<file path="src/rtl/miriscv_mem_arbiter_if.sv">
// Signal bundle between miriscv_mem_arbiter, the core's fetch/LSU requesters and the shared
// memory bus. The master modport is the arbiter's view; slave is the surrounding system.
interface miriscv_mem_arbiter_if #(
    parameter int unsigned XLEN = 32
);
    logic              instr_req_i;
    logic [XLEN-1:0]   instr_addr_i;
    logic              instr_rvalid_o;
    logic [XLEN-1:0]   instr_rdata_o;

    logic              data_req_i;
    logic              data_we_i;
    logic [XLEN/8-1:0] data_be_i;
    logic [XLEN-1:0]   data_addr_i;
    logic [XLEN-1:0]   data_wdata_i;
    logic              data_rvalid_o;
    logic [XLEN-1:0]   data_rdata_o;

    logic              mem_req_o;
    logic              mem_we_o;
    logic [XLEN/8-1:0] mem_be_o;
    logic [XLEN-1:0]   mem_addr_o;
    logic [XLEN-1:0]   mem_wdata_o;
    logic              mem_gnt_i;
    logic              mem_rvalid_i;
    logic [XLEN-1:0]   mem_rdata_i;

    modport master (
        input  instr_req_i, instr_addr_i,
        input  data_req_i, data_we_i, data_be_i, data_addr_i, data_wdata_i,
        input  mem_gnt_i, mem_rvalid_i, mem_rdata_i,
        output instr_rvalid_o, instr_rdata_o, data_rvalid_o, data_rdata_o,
        output mem_req_o, mem_we_o, mem_be_o, mem_addr_o, mem_wdata_o
    );

    modport slave (
        output instr_req_i, instr_addr_i,
        output data_req_i, data_we_i, data_be_i, data_addr_i, data_wdata_i,
        output mem_gnt_i, mem_rvalid_i, mem_rdata_i,
        input  instr_rvalid_o, instr_rdata_o, data_rvalid_o, data_rdata_o,
        input  mem_req_o, mem_we_o, mem_be_o, mem_addr_o, mem_wdata_o
    );
endinterface

</file>
<file path="src/rtl/miriscv_mem_arbiter.sv">
// Shares one single-port memory bus between instruction fetch and LSU with one transaction
// outstanding; data wins ties unless fetch has been passed over STARVE_LIMIT times in a row.
module miriscv_mem_arbiter #(
    parameter int unsigned XLEN         = 32,
    parameter int unsigned STARVE_LIMIT = 4
) (
    input  logic                  clk_i,
    input  logic                  arstn_i,
    miriscv_mem_arbiter_if.master bus,
    output logic                  busy_o,
    output logic                  proto_err_o
);
    localparam int unsigned BeW         = XLEN / 8;
    localparam logic [3:0]  StarveLimit = 4'(STARVE_LIMIT);

    typedef enum logic [1:0] {StIdle, StReq, StResp} state_e;
    typedef enum logic {OwnFetch, OwnData} owner_e;

    state_e          r_state;
    state_e          w_state_next;
    owner_e          r_owner;
    logic [3:0]      r_starve_cnt;
    logic            r_we;
    logic [BeW-1:0]  r_be;
    logic [XLEN-1:0] r_addr;
    logic [XLEN-1:0] r_wdata;

    logic w_any_req;
    logic w_grant_data;
    logic w_arb;
    logic w_resp_done;

    assign w_any_req    = bus.instr_req_i | bus.data_req_i;
    assign w_grant_data = bus.data_req_i &
                          (~bus.instr_req_i | (r_starve_cnt != StarveLimit));
    assign w_arb        = (r_state == StIdle) & w_any_req;
    assign w_resp_done  = (r_state == StResp) & bus.mem_rvalid_i;

    always_ff @(posedge clk_i or negedge arstn_i) begin
        if (!arstn_i) begin
            r_state <= StIdle;
        end else begin
            r_state <= w_state_next;
        end
    end

    always_comb begin
        w_state_next = r_state;
        unique case (r_state)
            StIdle:  if (w_any_req) w_state_next = StReq;
            StReq:   if (bus.mem_gnt_i) w_state_next = StResp;
            StResp:  if (bus.mem_rvalid_i) w_state_next = StIdle;
            default: w_state_next = StIdle;
        endcase
    end

    // Request attributes are captured once at arbitration so the bus stays stable while waiting.
    always_ff @(posedge clk_i or negedge arstn_i) begin
        if (!arstn_i) begin
            r_owner      <= OwnFetch;
            r_starve_cnt <= 4'd0;
            r_we         <= 1'b0;
            r_be         <= '0;
            r_addr       <= '0;
            r_wdata      <= '0;
        end else if (w_arb) begin
            if (w_grant_data) begin
                r_owner <= OwnData;
                r_we    <= bus.data_we_i;
                r_be    <= bus.data_be_i;
                r_addr  <= bus.data_addr_i;
                r_wdata <= bus.data_wdata_i;
                if (!bus.instr_req_i) begin
                    r_starve_cnt <= 4'd0;
                end else if (r_starve_cnt != 4'hF) begin
                    r_starve_cnt <= r_starve_cnt + 4'd1;
                end
            end else begin
                r_owner      <= OwnFetch;
                r_we         <= 1'b0;
                r_be         <= '1;
                r_addr       <= bus.instr_addr_i;
                r_wdata      <= '0;
                r_starve_cnt <= 4'd0;
            end
        end
    end

    always_comb begin
        bus.mem_req_o      = 1'b0;
        bus.mem_we_o       = 1'b0;
        bus.mem_be_o       = '0;
        bus.mem_addr_o     = '0;
        bus.mem_wdata_o    = '0;
        bus.instr_rvalid_o = 1'b0;
        bus.instr_rdata_o  = '0;
        bus.data_rvalid_o  = 1'b0;
        bus.data_rdata_o   = '0;

        if (r_state == StReq) begin
            bus.mem_req_o   = 1'b1;
            bus.mem_we_o    = r_we;
            bus.mem_be_o    = r_be;
            bus.mem_addr_o  = r_addr;
            bus.mem_wdata_o = r_wdata;
        end

        if (w_resp_done) begin
            if (r_owner == OwnData) begin
                bus.data_rvalid_o = 1'b1;
                bus.data_rdata_o  = bus.mem_rdata_i;
            end else begin
                bus.instr_rvalid_o = 1'b1;
                bus.instr_rdata_o  = bus.mem_rdata_i;
            end
        end

        busy_o      = (r_state != StIdle);
        proto_err_o = bus.mem_rvalid_i & (r_state != StResp);
    end
endmodule

</file>
<file path="src/flat_wrapper.sv">
// flat-port wrapper written by rule: the top's interface ports become plain ports
module miriscv_mem_arbiter_flat 
#(
    parameter int unsigned XLEN         = 32,
    parameter int unsigned STARVE_LIMIT = 4
)
  (clk_i, arstn_i, busy_o, proto_err_o, bus_instr_req_i, bus_instr_addr_i, bus_data_req_i, bus_data_we_i, bus_data_be_i, bus_data_addr_i, bus_data_wdata_i, bus_mem_gnt_i, bus_mem_rvalid_i, bus_mem_rdata_i, bus_instr_rvalid_o, bus_instr_rdata_o, bus_data_rvalid_o, bus_data_rdata_o, bus_mem_req_o, bus_mem_we_o, bus_mem_be_o, bus_mem_addr_o, bus_mem_wdata_o);
  miriscv_mem_arbiter_if #(.XLEN(XLEN)) bus_i ();
  input  logic clk_i;
  input  logic arstn_i;
  output logic busy_o;
  output logic proto_err_o;
  input wire logic [$bits(bus_i.instr_req_i)-1:0] bus_instr_req_i;
  input wire logic [$bits(bus_i.instr_addr_i)-1:0] bus_instr_addr_i;
  input wire logic [$bits(bus_i.data_req_i)-1:0] bus_data_req_i;
  input wire logic [$bits(bus_i.data_we_i)-1:0] bus_data_we_i;
  input wire logic [$bits(bus_i.data_be_i)-1:0] bus_data_be_i;
  input wire logic [$bits(bus_i.data_addr_i)-1:0] bus_data_addr_i;
  input wire logic [$bits(bus_i.data_wdata_i)-1:0] bus_data_wdata_i;
  input wire logic [$bits(bus_i.mem_gnt_i)-1:0] bus_mem_gnt_i;
  input wire logic [$bits(bus_i.mem_rvalid_i)-1:0] bus_mem_rvalid_i;
  input wire logic [$bits(bus_i.mem_rdata_i)-1:0] bus_mem_rdata_i;
  output wire logic [$bits(bus_i.instr_rvalid_o)-1:0] bus_instr_rvalid_o;
  output wire logic [$bits(bus_i.instr_rdata_o)-1:0] bus_instr_rdata_o;
  output wire logic [$bits(bus_i.data_rvalid_o)-1:0] bus_data_rvalid_o;
  output wire logic [$bits(bus_i.data_rdata_o)-1:0] bus_data_rdata_o;
  output wire logic [$bits(bus_i.mem_req_o)-1:0] bus_mem_req_o;
  output wire logic [$bits(bus_i.mem_we_o)-1:0] bus_mem_we_o;
  output wire logic [$bits(bus_i.mem_be_o)-1:0] bus_mem_be_o;
  output wire logic [$bits(bus_i.mem_addr_o)-1:0] bus_mem_addr_o;
  output wire logic [$bits(bus_i.mem_wdata_o)-1:0] bus_mem_wdata_o;
  assign bus_i.instr_req_i = bus_instr_req_i;
  assign bus_i.instr_addr_i = bus_instr_addr_i;
  assign bus_i.data_req_i = bus_data_req_i;
  assign bus_i.data_we_i = bus_data_we_i;
  assign bus_i.data_be_i = bus_data_be_i;
  assign bus_i.data_addr_i = bus_data_addr_i;
  assign bus_i.data_wdata_i = bus_data_wdata_i;
  assign bus_i.mem_gnt_i = bus_mem_gnt_i;
  assign bus_i.mem_rvalid_i = bus_mem_rvalid_i;
  assign bus_i.mem_rdata_i = bus_mem_rdata_i;
  assign bus_instr_rvalid_o = bus_i.instr_rvalid_o;
  assign bus_instr_rdata_o = bus_i.instr_rdata_o;
  assign bus_data_rvalid_o = bus_i.data_rvalid_o;
  assign bus_data_rdata_o = bus_i.data_rdata_o;
  assign bus_mem_req_o = bus_i.mem_req_o;
  assign bus_mem_we_o = bus_i.mem_we_o;
  assign bus_mem_be_o = bus_i.mem_be_o;
  assign bus_mem_addr_o = bus_i.mem_addr_o;
  assign bus_mem_wdata_o = bus_i.mem_wdata_o;
  miriscv_mem_arbiter #(.XLEN(XLEN), .STARVE_LIMIT(STARVE_LIMIT)) u_core (.clk_i(clk_i), .arstn_i(arstn_i), .bus(bus_i), .busy_o(busy_o), .proto_err_o(proto_err_o));
endmodule
</file>
<file path="config.mk">
export PLATFORM = sky130hd
export DESIGN_NAME = miriscv_mem_arbiter_flat
export DESIGN_NICKNAME = d
export VERILOG_FILES = /design/src/rtl/miriscv_mem_arbiter_if.sv /design/src/rtl/miriscv_mem_arbiter.sv /design/src/flat_wrapper.sv
export SDC_FILE = /design/constraint.sdc
export NUM_CORES = 1
export LEC_CHECK = 0
export ABC_AREA = 1
export BUFFER_PORTS_ARGS = -buffer_cell sky130_fd_sc_hd__clkbuf_2
export CAP_MARGIN = 10
export CORE_AREA = 2 2 108 110
export CTS_CLUSTER_DIAMETER = 200
export CTS_CLUSTER_SIZE = 30
export DETAILED_ROUTE_END_ITERATION = 16
export DIE_AREA = 0 0 110 112
export GPL_TIMING_DRIVEN = 0
export PLACE_DENSITY = 0.84
export SLEW_MARGIN = 20
export SYNTH_ARGS = -nofsm -noshare
export SYNTH_HDL_FRONTEND = slang
export SYNTH_SLANG_ARGS = --single-unit
</file>
<file path="constraint.sdc">
create_clock -name clk_i -period 1.7 [get_ports clk_i]
set_input_delay 0 -clock clk_i [delete_from_list [all_inputs] [get_ports clk_i]]
set_output_delay 0 -clock clk_i [all_outputs]
set_load 0.05 [all_outputs]
</file>
==> reports/results.ini, run 1 <==
[timing]
period_needed_ps=1729
setup_violations=6
fin_ws_ps=-28.89
finalHoldViolCount=0
tns_ps=-107.2
slew_viol_final=0
worst_pin_slew_ps=519.2
clock-skew-final_ps=8.892
rsz0062_at_grt=true
fin_crit_sh_pct=101.7
max_slew_margin_pct=65.39
maxClockFrequency_mhz=578.4
timing.hold.ws_ps=8.584

[finish]
nFillCells=684
multi_input_area_sq_mm=0.002102
nets=1209
syn2layout_area_growth_pct=87.83
final_cell_mix=144 x nand2_1, 144 x clkbuf_2, 143 x inv_1
stdcell_area_sq_mm=0.008493
regArea_sq_mm=0.001903
drive_gt1_share_pct=37.28

[clock_network]
clkTransAtPathRegs_ps=60
cts.htree.levels=3
clk_latency_ps=330
cts_inserted_buffers=9
clock_path_buffers=2
clkSinkCount=76
cts_tree=done
cts-root-buf=clkbuf_16

[global_route]
grt_pass1_wl_um=29510
track_usage_pct=31.34
met1_usage_pct=33.01
first_global_vias=5997
use_met2_pct=53.05
antenna_found_initial=6
grt_overflow=0
top_usage_layer=met2
grt_start_max_net_pins=42
grtUsageMet3_pct=9.426

[synthesis]
synth.distinct_cells=24
synthesis.area_sq_mm=0.004522
syn_area_per_cell_sq_um=6.660
netlist_instances=679
syn_nets=820
yosysSeqAreaShare_pct=42.06
yosysWarnings=0
ys_ff_latch=76

[drt]
ant_nets=0
via_per_inst=4.961
drc=0
via_count=6067
postRouteWirelength_um=21270
firstDrtPassIters=5
wl_per_cell_um=17.39
first_iter_violations=503

[power]
power_frac_clock_pct=14.5
combPwrFrac_pct=60.8
sw_frac_of_total_pct=51.51
p_sw_mw=6.321
power.leakage_nw=4.653
p_per_area_mw_per_mm2=1445
p_seq_share_pct=24.7
power.internal_mw=5.951
max-vdd-ir-drop_mv=1.030
power_mw=12.27

[place]
dp_hpwl_um=12060
routabilityCongestion=0.8302
io_buffers=275
placed_area_sq_mm=0.006102

[critical_path]
worstSetupPathType=reg2out
cp_data_arrival_time_ps=1730
end_kind=primary output
critPathLaunchType=flip-flop
crit_fanout=10
critPathRequiredTime_ps=1700

[die]
coreArea_sq_mm=0.01117
die_h_um=112
boundaryPins=277
chipWidth_um=110
rows=39
start_util_pct=40.47
die_area_sq_mm=0.01232

[outcome]
violations=setup timing
status=complete, but fails checks

[run]
cap_violations=0

[hold_path]
hp-class=in2reg

## sequential cells by signal (all words and copies together), names as in the netlist
| signal | flops |
|---|---|
| u_core.r_state | 2 |
| u_core.r_starve_cnt | 4 |
| u_core.r_addr | 32 |
| u_core.r_wdata | 32 |
| u_core.r_we | 1 |
| u_core.r_be | 4 |
| u_core.r_owner | 1 |
## cell families (layout without fill, tap and decap cells)
logic type	after synthesis	in the layout	share of synthesized area (%)
simple gates	366	366	34.84
flops	76	76	42.06
xor+xnor	1	1	0.1937
fa+ha+maj	2	2	0.5533
buf+inv	187	581	16.82
compound gates	47	47	5.534
other cells	0	7	0
## per-stage QoR
stage | setup slack, ps | instances | util [%]
detailed placement | -50.03 | 1098 | 54.61
floorplan | -217.6 | 679 | -
global route | -111.8 | 1221 | 75.96
CTS | -16.52 | 1209 | 70.01
finish | -28.89 | 1223 | 76.00
global placement | -85.77 | 1097 | 54.41
## routing by layer
metal  wire length, um  vias to the layer above
met5                 0                        -
met4              1124                        0
met3              1801                       91
met2             10860                      369
met1              7477                     2818
li1                  -                     2789
## synthesized netlist by cell type
| library cell | count | area [sq um] |
|---|---|---|
| nand2_1 | 147 | 551.8 |
| inv_1 | 144 | 540.5 |
| nor2_1 | 140 | 525.5 |
| dfrtp_1 | 76 | 1902 |
| nand3_1 | 41 | 205.2 |
| o21ai_0 | 37 | 185.2 |
| nand3b_1 | 32 | 240.2 |
| clkbuf_1 | 18 | 67.56 |
| buf_2 | 8 | 40.04 |
| buf_1 | 6 | 22.52 |
| buf_6 | 6 | 67.56 |
| o21ai_1 | 6 | 30.03 |
| inv_2 | 4 | 15.01 |
| ha_1 | 2 | 25.02 |
| nand2_4 | 2 | 22.52 |
| nor2_2 | 2 | 12.51 |
| a21oi_1 | 1 | 5.000 |
| buf_4 | 1 | 7.510 |
| nand4_1 | 1 | 6.260 |
| nor2_4 | 1 | 11.26 |
| o21ai_4 | 1 | 16.27 |
| o21bai_1 | 1 | 7.510 |
| o22ai_1 | 1 | 6.260 |
| xnor2_1 | 1 | 8.760 |
## power by group through the flow
| stage | Clock [mW] | Sequential (mW) | Combinational [mW] |
|---|---|---|---|
| after global routing | 1.89 | 3.11 | 7.98 |
| final | 1.78 | 3.03 | 7.46 |
| after floorplan | 0 | 2.92 | 4.63 |
| after global placement | 0 | 2.97 | 6.09 |
| after CTS | 1.81 | 3.00 | 6.67 |
| after detailed placement | 0 | 3.02 | 6.16 |
## path summary, 6_finish.rpt
check                                              startpoint  slack [ps]  cells after the start                                 end
setup / recovery                u_core.r_state[0]$_DFFE_PN0P_         -30                      7               bus_instr_rdata_o[15]
hold / removal                             bus_data_addr_i[9]           9                      4        u_core.r_addr[9]$_DFFE_PN0P_
setup reg to reg           u_core.r_starve_cnt[0]$_DFFE_PN0P_          30                     10          u_core.r_be[0]$_DFFE_PN0P_
hold reg to reg                  u_core.r_addr[3]$_DFFE_PN0P_         480                      2        u_core.r_addr[3]$_DFFE_PN0P_
max in group asynchronous                             arstn_i         840                      3  u_core.r_starve_cnt[0]$_DFFE_PN0P_
min in group asynchronous                             arstn_i         220                      2       u_core.r_wdata[2]$_DFFE_PN0P_
## final cells by class
class	instances	share of cell area (%)
repair buffers	379	36.93
multi-input cells	416	24.75
flip-flops and latches	76	22.41
inverters	148	6.541
plain buffers	38	3.771
clock buffers	10	2.814
well taps	143	2.107
clock inverters	6	0.4714
diodes	7	0.2062
## worst max-delay path, cell delays in order (launching register included)
cell and delay [ps]:
dfrtp_1 390, inv_2 80, nand2_2 70, nor2_4 190, nand2_4 120, clkbuf_8 190
nor2_1 170, buf_6 190
## what timing repair did
item	4_1_cts	5_1_grt
resized for setup	147	333
setup buffers	0	7
endpoints found under the hold margin	106	0
pin swaps	0	4
cloned	0	1
endpoints found under the setup margin	173	179
hold buffers	95	0
Power figures use the tool's default switching activity.
==> inputs of run 2 (changes only) <==
Settings changed: CORE_AREA 2 2 108 110 to 2 2 107 109, CTS_BUF_LIST set to sky130_fd_sc_hd__clkbuf_4 sky130_fd_sc_hd__clkbuf_8, DIE_AREA 0 0 110 112 to 0 0 109 111, PLACE_DENSITY 0.84 to 0.86.
==> run 2 against run 1 <==
The flow still finishes with violations (setup timing). Setup slack got worse by 140 ps. Core utilization rose by 2.8 points. Total power rose by 1.5%. Critical path depth did not move. First-iteration DRC count rose by 7.2%. Register-to-register slack got worse by 30 ps. Highest routed layer is now met5. Non-clock buffer count rose by 7. Clock power fell by 18%. Sequential share of layout area fell by 0.62 points. Sequential cell count did not move. Final area rose by 2.8%. Sequential power rose by 2%.
==> reports/results.ini, run 2 (synthesis results as in run 1) <==
[critical_path]
crit_buf_inv=3
cp_data_arrival_time_ps=1870
crit_family=simple AND/OR/NAND/NOR gates
crit_slowest_cell=dfrtp_1
end_kind=primary output
worstPathCellList=inv_2 -> nand2_4 -> nor2_4 -> nand2_4 -> buf_8 -> nor2_2 -> buf_8
slowest_delay_ps=400
crit_fanout=10
critPathRequiredTime_ps=1700
worstSetupPathType=reg2out
critPathLaunchType=flip-flop

[die]
chipWidth_um=109
coreArea_sq_mm=0.01108
die_h_um=111
start_util_pct=40.82
rows=39
boundaryPins=277
die_area_sq_mm=0.01210

[power]
p_sw_mw=6.591
power.leakage_nw=4.690
p_seq_share_pct=24.7
p_per_area_mw_per_mm2=1425
sw_frac_of_total_pct=52.94
combPwrFrac_pct=63.5
power_frac_clock_pct=11.7
power.internal_mw=5.860
max-vdd-ir-drop_mv=0.9831

[drt]
via_count=6395
first_iter_violations=539
ant_nets=0
via_per_inst=5.216
firstDrtPassIters=9
drc=0
wl_per_cell_um=19.14
postRouteWirelength_um=23460

[clock_network]
clk_latency_ps=370
cts_tree=done
cts_inserted_buffers=9
cts-root-buf=clkbuf_8
clkTransAtPathRegs_ps=70
clock_path_buffers=2
clkSinkCount=76
cts.htree.levels=3

[finish]
reg_top3=u_core.r_addr x32, u_core.r_wdata x32
nets=1216
stdcell_area_sq_mm=0.008735
drive_gt1_share_pct=38.43
nFillCells=642
layout.cells.non_filler=1226
multi_input_area_sq_mm=0.002185
utilization_pct=78.85
regArea_sq_mm=0.001903
syn2layout_area_growth_pct=93.17
final_cell_mix=144 x nand2_1, 144 x clkbuf_2, 141 x inv_1

[place]
placed_area_sq_mm=0.006110
dp_hpwl_um=11780
io_buffers=275
routabilityCongestion=0.8310
dp_cells=1098

[timing]
fin_ws_ps=-168.4
maxClockFrequency_mhz=535.2
tns_ps=-1331
finalHoldViolCount=0
worst_pin_slew_ps=515.1
period_needed_ps=1868
setup_violations=44
slew_viol_final=0
fin_crit_sh_pct=109.9
max_slew_margin_pct=65.66
clock-skew-final_ps=21.32
rsz0062_at_grt=true

[outcome]
violations=setup timing
status=complete, but fails checks

[global_route]
grt_start_max_net_pins=53
track_usage_pct=34.98
antenna_found_initial=4
grt_pass1_wl_um=32490
grt_overflow=0
first_global_vias=6542

[run]
cap_violations=0

[hold_path]
hp-class=in2reg

run 2: cell count changes in the layout (fill, tap and decap cells not counted), moves of 9 or more:
cell           previous run  this run
buf_8                    34        58
buf_6                    42        27
nor2_1                   88        74
clkbuf_4                 34        24
clkbuf_8                  9        19
buf_2                    20        11
dlygate4sd3_1            95       104
run 2: routing by layer:
metal / GRT usage [%] / vias up / routed length, um
met2: 59.34 / 466 / 11640
met5: 0 / - / 12
met3: 11.05 / 150 / 2281
met4: 27.69 / 2 / 1725
met1: 34.30 / 2993 / 7801
li1: - / 2784 / -
run 2: tightest hold or removal path, delay by kind of cell:
kind	cells	cell delay, ps
AND/OR/NAND/NOR	4	240
buffers and inverters	1	150
run 2: repair_timing:
item,4_1_cts,5_1_grt
endpoints found under the hold margin,147,0
pin swaps,2,5
hold buffers,104,0
buffers inserted,0,5
resized for setup,232,281
setup endpoints to repair,167,192
run 2: power by group through the flow:
stage                     Sequential (mW)  Clock, mW  Combinational [mW]
final                                3.08       1.46                7.91
after global routing                 3.15       1.55                8.35
after CTS                            2.99       1.46                6.92
after detailed placement             3.01          0                6.17
after global placement               2.98          0                6.07
after floorplan                      2.92          0                4.63
run 2: through the flow:
stage | total power [mW] | hold WS [ps] | worst slack (ps)
finish | 12.45 | 74.82 | -168.4
CTS | 11.37 | 58.05 | -11.33
detailed placement | 9.170 | -37.14 | -33.58
floorplan | 7.552 | -295.6 | -217.6
global placement | 9.047 | 207.0 | -85.60
global route | 13.05 | 84.39 | -273.4
run 2: path summary, 6_finish.rpt:
check                                                    from                                  to  slack [ps]  cells past startpoint
hold reg to reg                  u_core.r_addr[7]$_DFFE_PN0P_        u_core.r_addr[7]$_DFFE_PN0P_         480                      2
hold / removal                                bus_instr_req_i  u_core.r_starve_cnt[1]$_DFFE_PN0P_          70                      5
setup reg to reg           u_core.r_starve_cnt[0]$_DFFE_PN0P_      u_core.r_wdata[21]$_DFFE_PN0P_           0                     10
max in group asynchronous                             arstn_i       u_core.r_state[1]$_DFFE_PN0P_         930                      3
min in group asynchronous                             arstn_i       u_core.r_wdata[8]$_DFFE_PN0P_         150                      2
setup / recovery                u_core.r_state[0]$_DFFE_PN0P_                bus_data_rdata_o[12]        -170                      7
run 2: final cells by class:
cell class | instances | area share [%]
clock buffer | 11 | 1.590
antenna | 3 | 0.08595
buffer | 39 | 4.111
clock inverter | 5 | 0.6876
timing repair buffer | 385 | 38.29
inverter | 148 | 6.389
sequential | 76 | 21.79
tap | 143 | 2.048
multi-input combinational | 416 | 25.01
==> inputs of run 3 (changes only) <==
Clock period 1.7 ns to 2.1 ns, I/O delays scaled along.
==> run 3 against run 2 <==
The flow now finishes without violations. Clock power is 21% lower. Global-route usage is 4.1 points lower. Clock-buffer cell count stayed put. Clock skew is 9.5 ps lower. Die area stayed put. Sequential cell count stayed put. Combinational power is 32% lower. Final area is 14% lower. Sequential power is 21% lower. Critical path type unchanged. Largest cell class unchanged.
==> reports/results.ini, run 3 (synthesis results as in run 1) <==
[outcome]
status=finished clean

[run]
cap_violations=0

[timing]
max_slew_margin_pct=66.25
clock-skew-final_ps=11.79
worst_pin_slew_ps=506.2
fin_crit_sh_pct=96.92
timing.hold.ws_ps=75.26
rsz0062_at_grt=true
setup_violations=0
period_needed_ps=2035
slew_viol_final=0
maxClockFrequency_mhz=491.3
finalHoldViolCount=0

[critical_path]
r2r-start=u_core.r_state[1]$_DFFE_PN0P_
crit_fanout=10
cp_data_arrival_time_ps=2040
r2r_cells=8
critPathRequiredTime_ps=2100
rrSetupSlack_ps=80
worstSetupPathType=reg2out
end_kind=primary output
critPathLaunchType=flip-flop
reg2reg_to=u_core.r_addr[7]$_DFFE_PN0P_

[finish]
reg_top3=u_core.r_addr x32, u_core.r_wdata x32
final_cell_mix=224 x clkbuf_2, 147 x nand2_1, 144 x inv_1
syn2layout_area_growth_pct=65.61
multi_input_area_sq_mm=0.001862
layout_commonest_cell=clkbuf_2
regArea_sq_mm=0.001902
drive_gt1_share_pct=30.36
nets=1213
layout.cells.non_filler=1223
nFillCells=863
stdcell_area_sq_mm=0.007488

[power]
power.internal_mw=4.088
p_per_area_mw_per_mm2=1192
power_frac_clock_pct=12.9
p_sw_mw=4.838
sw_frac_of_total_pct=54.20
max-vdd-ir-drop_mv=0.7789
combPwrFrac_pct=59.9
power.leakage_nw=4.392
p_seq_share_pct=27.2

[die]
die_area_sq_mm=0.01210
boundaryPins=277
rows=39
coreArea_sq_mm=0.01108
start_util_pct=40.82
chipWidth_um=109
die_h_um=111

[clock_network]
cts-root-buf=clkbuf_8
clk_latency_ps=360
cts_inserted_buffers=9
cts.htree.levels=3
cts_tree=done
clock_path_buffers=2
clkSinkCount=76
clkTransAtPathRegs_ps=80

[drt]
drc=0
ant_nets=0
firstDrtPassIters=7
postRouteWirelength_um=18770
wl_per_cell_um=15.35
via_per_inst=4.834
via_count=5912
first_iter_violations=428

[hold_path]
hold_end=u_core.r_starve_cnt[1]$_DFFE_PN0P_
whs_path_depth=5
hp-class=in2reg
hold_start=bus_instr_req_i

[place]
dp_hpwl_um=11780
routabilityCongestion=0.8310
io_buffers=275
dp_cells=1098
placed_area_sq_mm=0.006110

[global_route]
grt_overflow=0
track_usage_pct=30.88
antenna_found_initial=4
grt_start_max_net_pins=53
grt_pass1_wl_um=28690
first_global_vias=5907

==> run 3: changes by cell type in the layout (fill, tap and decap cells not counted), moves of 9 or more <==
cell      delta
clkbuf_4    +21
buf_2       +12
clkbuf_2    +80
buf_6       -21
clkbuf_1     +9
nor2_1      +65
nor2_2      -38
buf_8       -58
buf_4       -36
clkbuf_8    -10
nor2_4      -27
==> run 3: worst max path at each step <==
stage	startpoint	end	cells after the start
after global routing	u_core.r_state[0]$_DFFE_PN0P_	bus_instr_rdata_o[8]	7
after CTS	u_core.r_state[0]$_DFFE_PN0P_	bus_instr_rdata_o[15]	7
after detailed placement	u_core.r_starve_cnt[0]$_DFFE_PN0P_	u_core.r_addr[24]$_DFFE_PN0P_	9
after floorplan	u_core.r_state[1]$_DFFE_PN0P_	bus_mem_addr_o[18]	4
final	u_core.r_state[0]$_DFFE_PN0P_	bus_instr_rdata_o[15]	7
after global placement	arstn_i	u_core.r_owner$_DFFE_PN0P_	1
==> run 3: layout make-up <==
| type | count | area share (%) |
|---|---|---|
| clock inverter | 5 | 0.8020 |
| sequential | 76 | 25.40 |
| multi-input combinational | 416 | 24.86 |
| clock buffer | 11 | 1.855 |
| antenna | 3 | 0.1003 |
| inverter | 148 | 7.452 |
| timing repair buffer | 382 | 34.29 |
| buffer | 39 | 2.857 |
| tap | 143 | 2.389 |
==> run 3: what timing repair did <==
action                     4_1_cts  5_1_grt
hold endpoints to repair       147        0
setup endpoints to repair        0       71
hold buffers                   104        0
resized for setup                0      114
buffers inserted                 0        2
==> run 3: metrics by stage <==
stage | setup TNS (ps) | utilization, % | power (mW) | setup slack, ps
floorplan | 0 | - | 6.113 | 182.4
global placement | 0 | 54.89 | 7.324 | 314.4
detailed placement | 0 | 55.16 | 7.424 | 366.4
CTS | 0 | 66.35 | 8.769 | 3.509
global route | -562.7 | 67.60 | 9.488 | -54.97
finish | 0 | 67.60 | 8.926 | 64.78
==> run 3: layer usage <==
metal	GRT usage (%)	wire length, um	up-vias
li1	-	-	2778
met1	31.51	6496	2696
met2	55.28	9694	347
met3	6.232	1357	89
met4	20.85	1209	2
met5	0	12	-
==> run 3: critical path, stage by stage (launching register included) <==
cell,delay (ps)
dfrtp_1,400
inv_1,110
nand2_1,70
nor2_1,210
nand2_1,200
clkbuf_2,240
nor2_1,190
clkbuf_4,270
==> run 3: power by group through the flow <==
stage               combinational (mW)  clock, mW  sequential [mW]
floorplan                         3.75          0             2.37
global placement                  4.91          0             2.41
detailed placement                4.99          0             2.43
CTS                               5.18       1.18             2.41
global route                      5.75       1.23             2.51
finish                            5.34       1.15             2.43
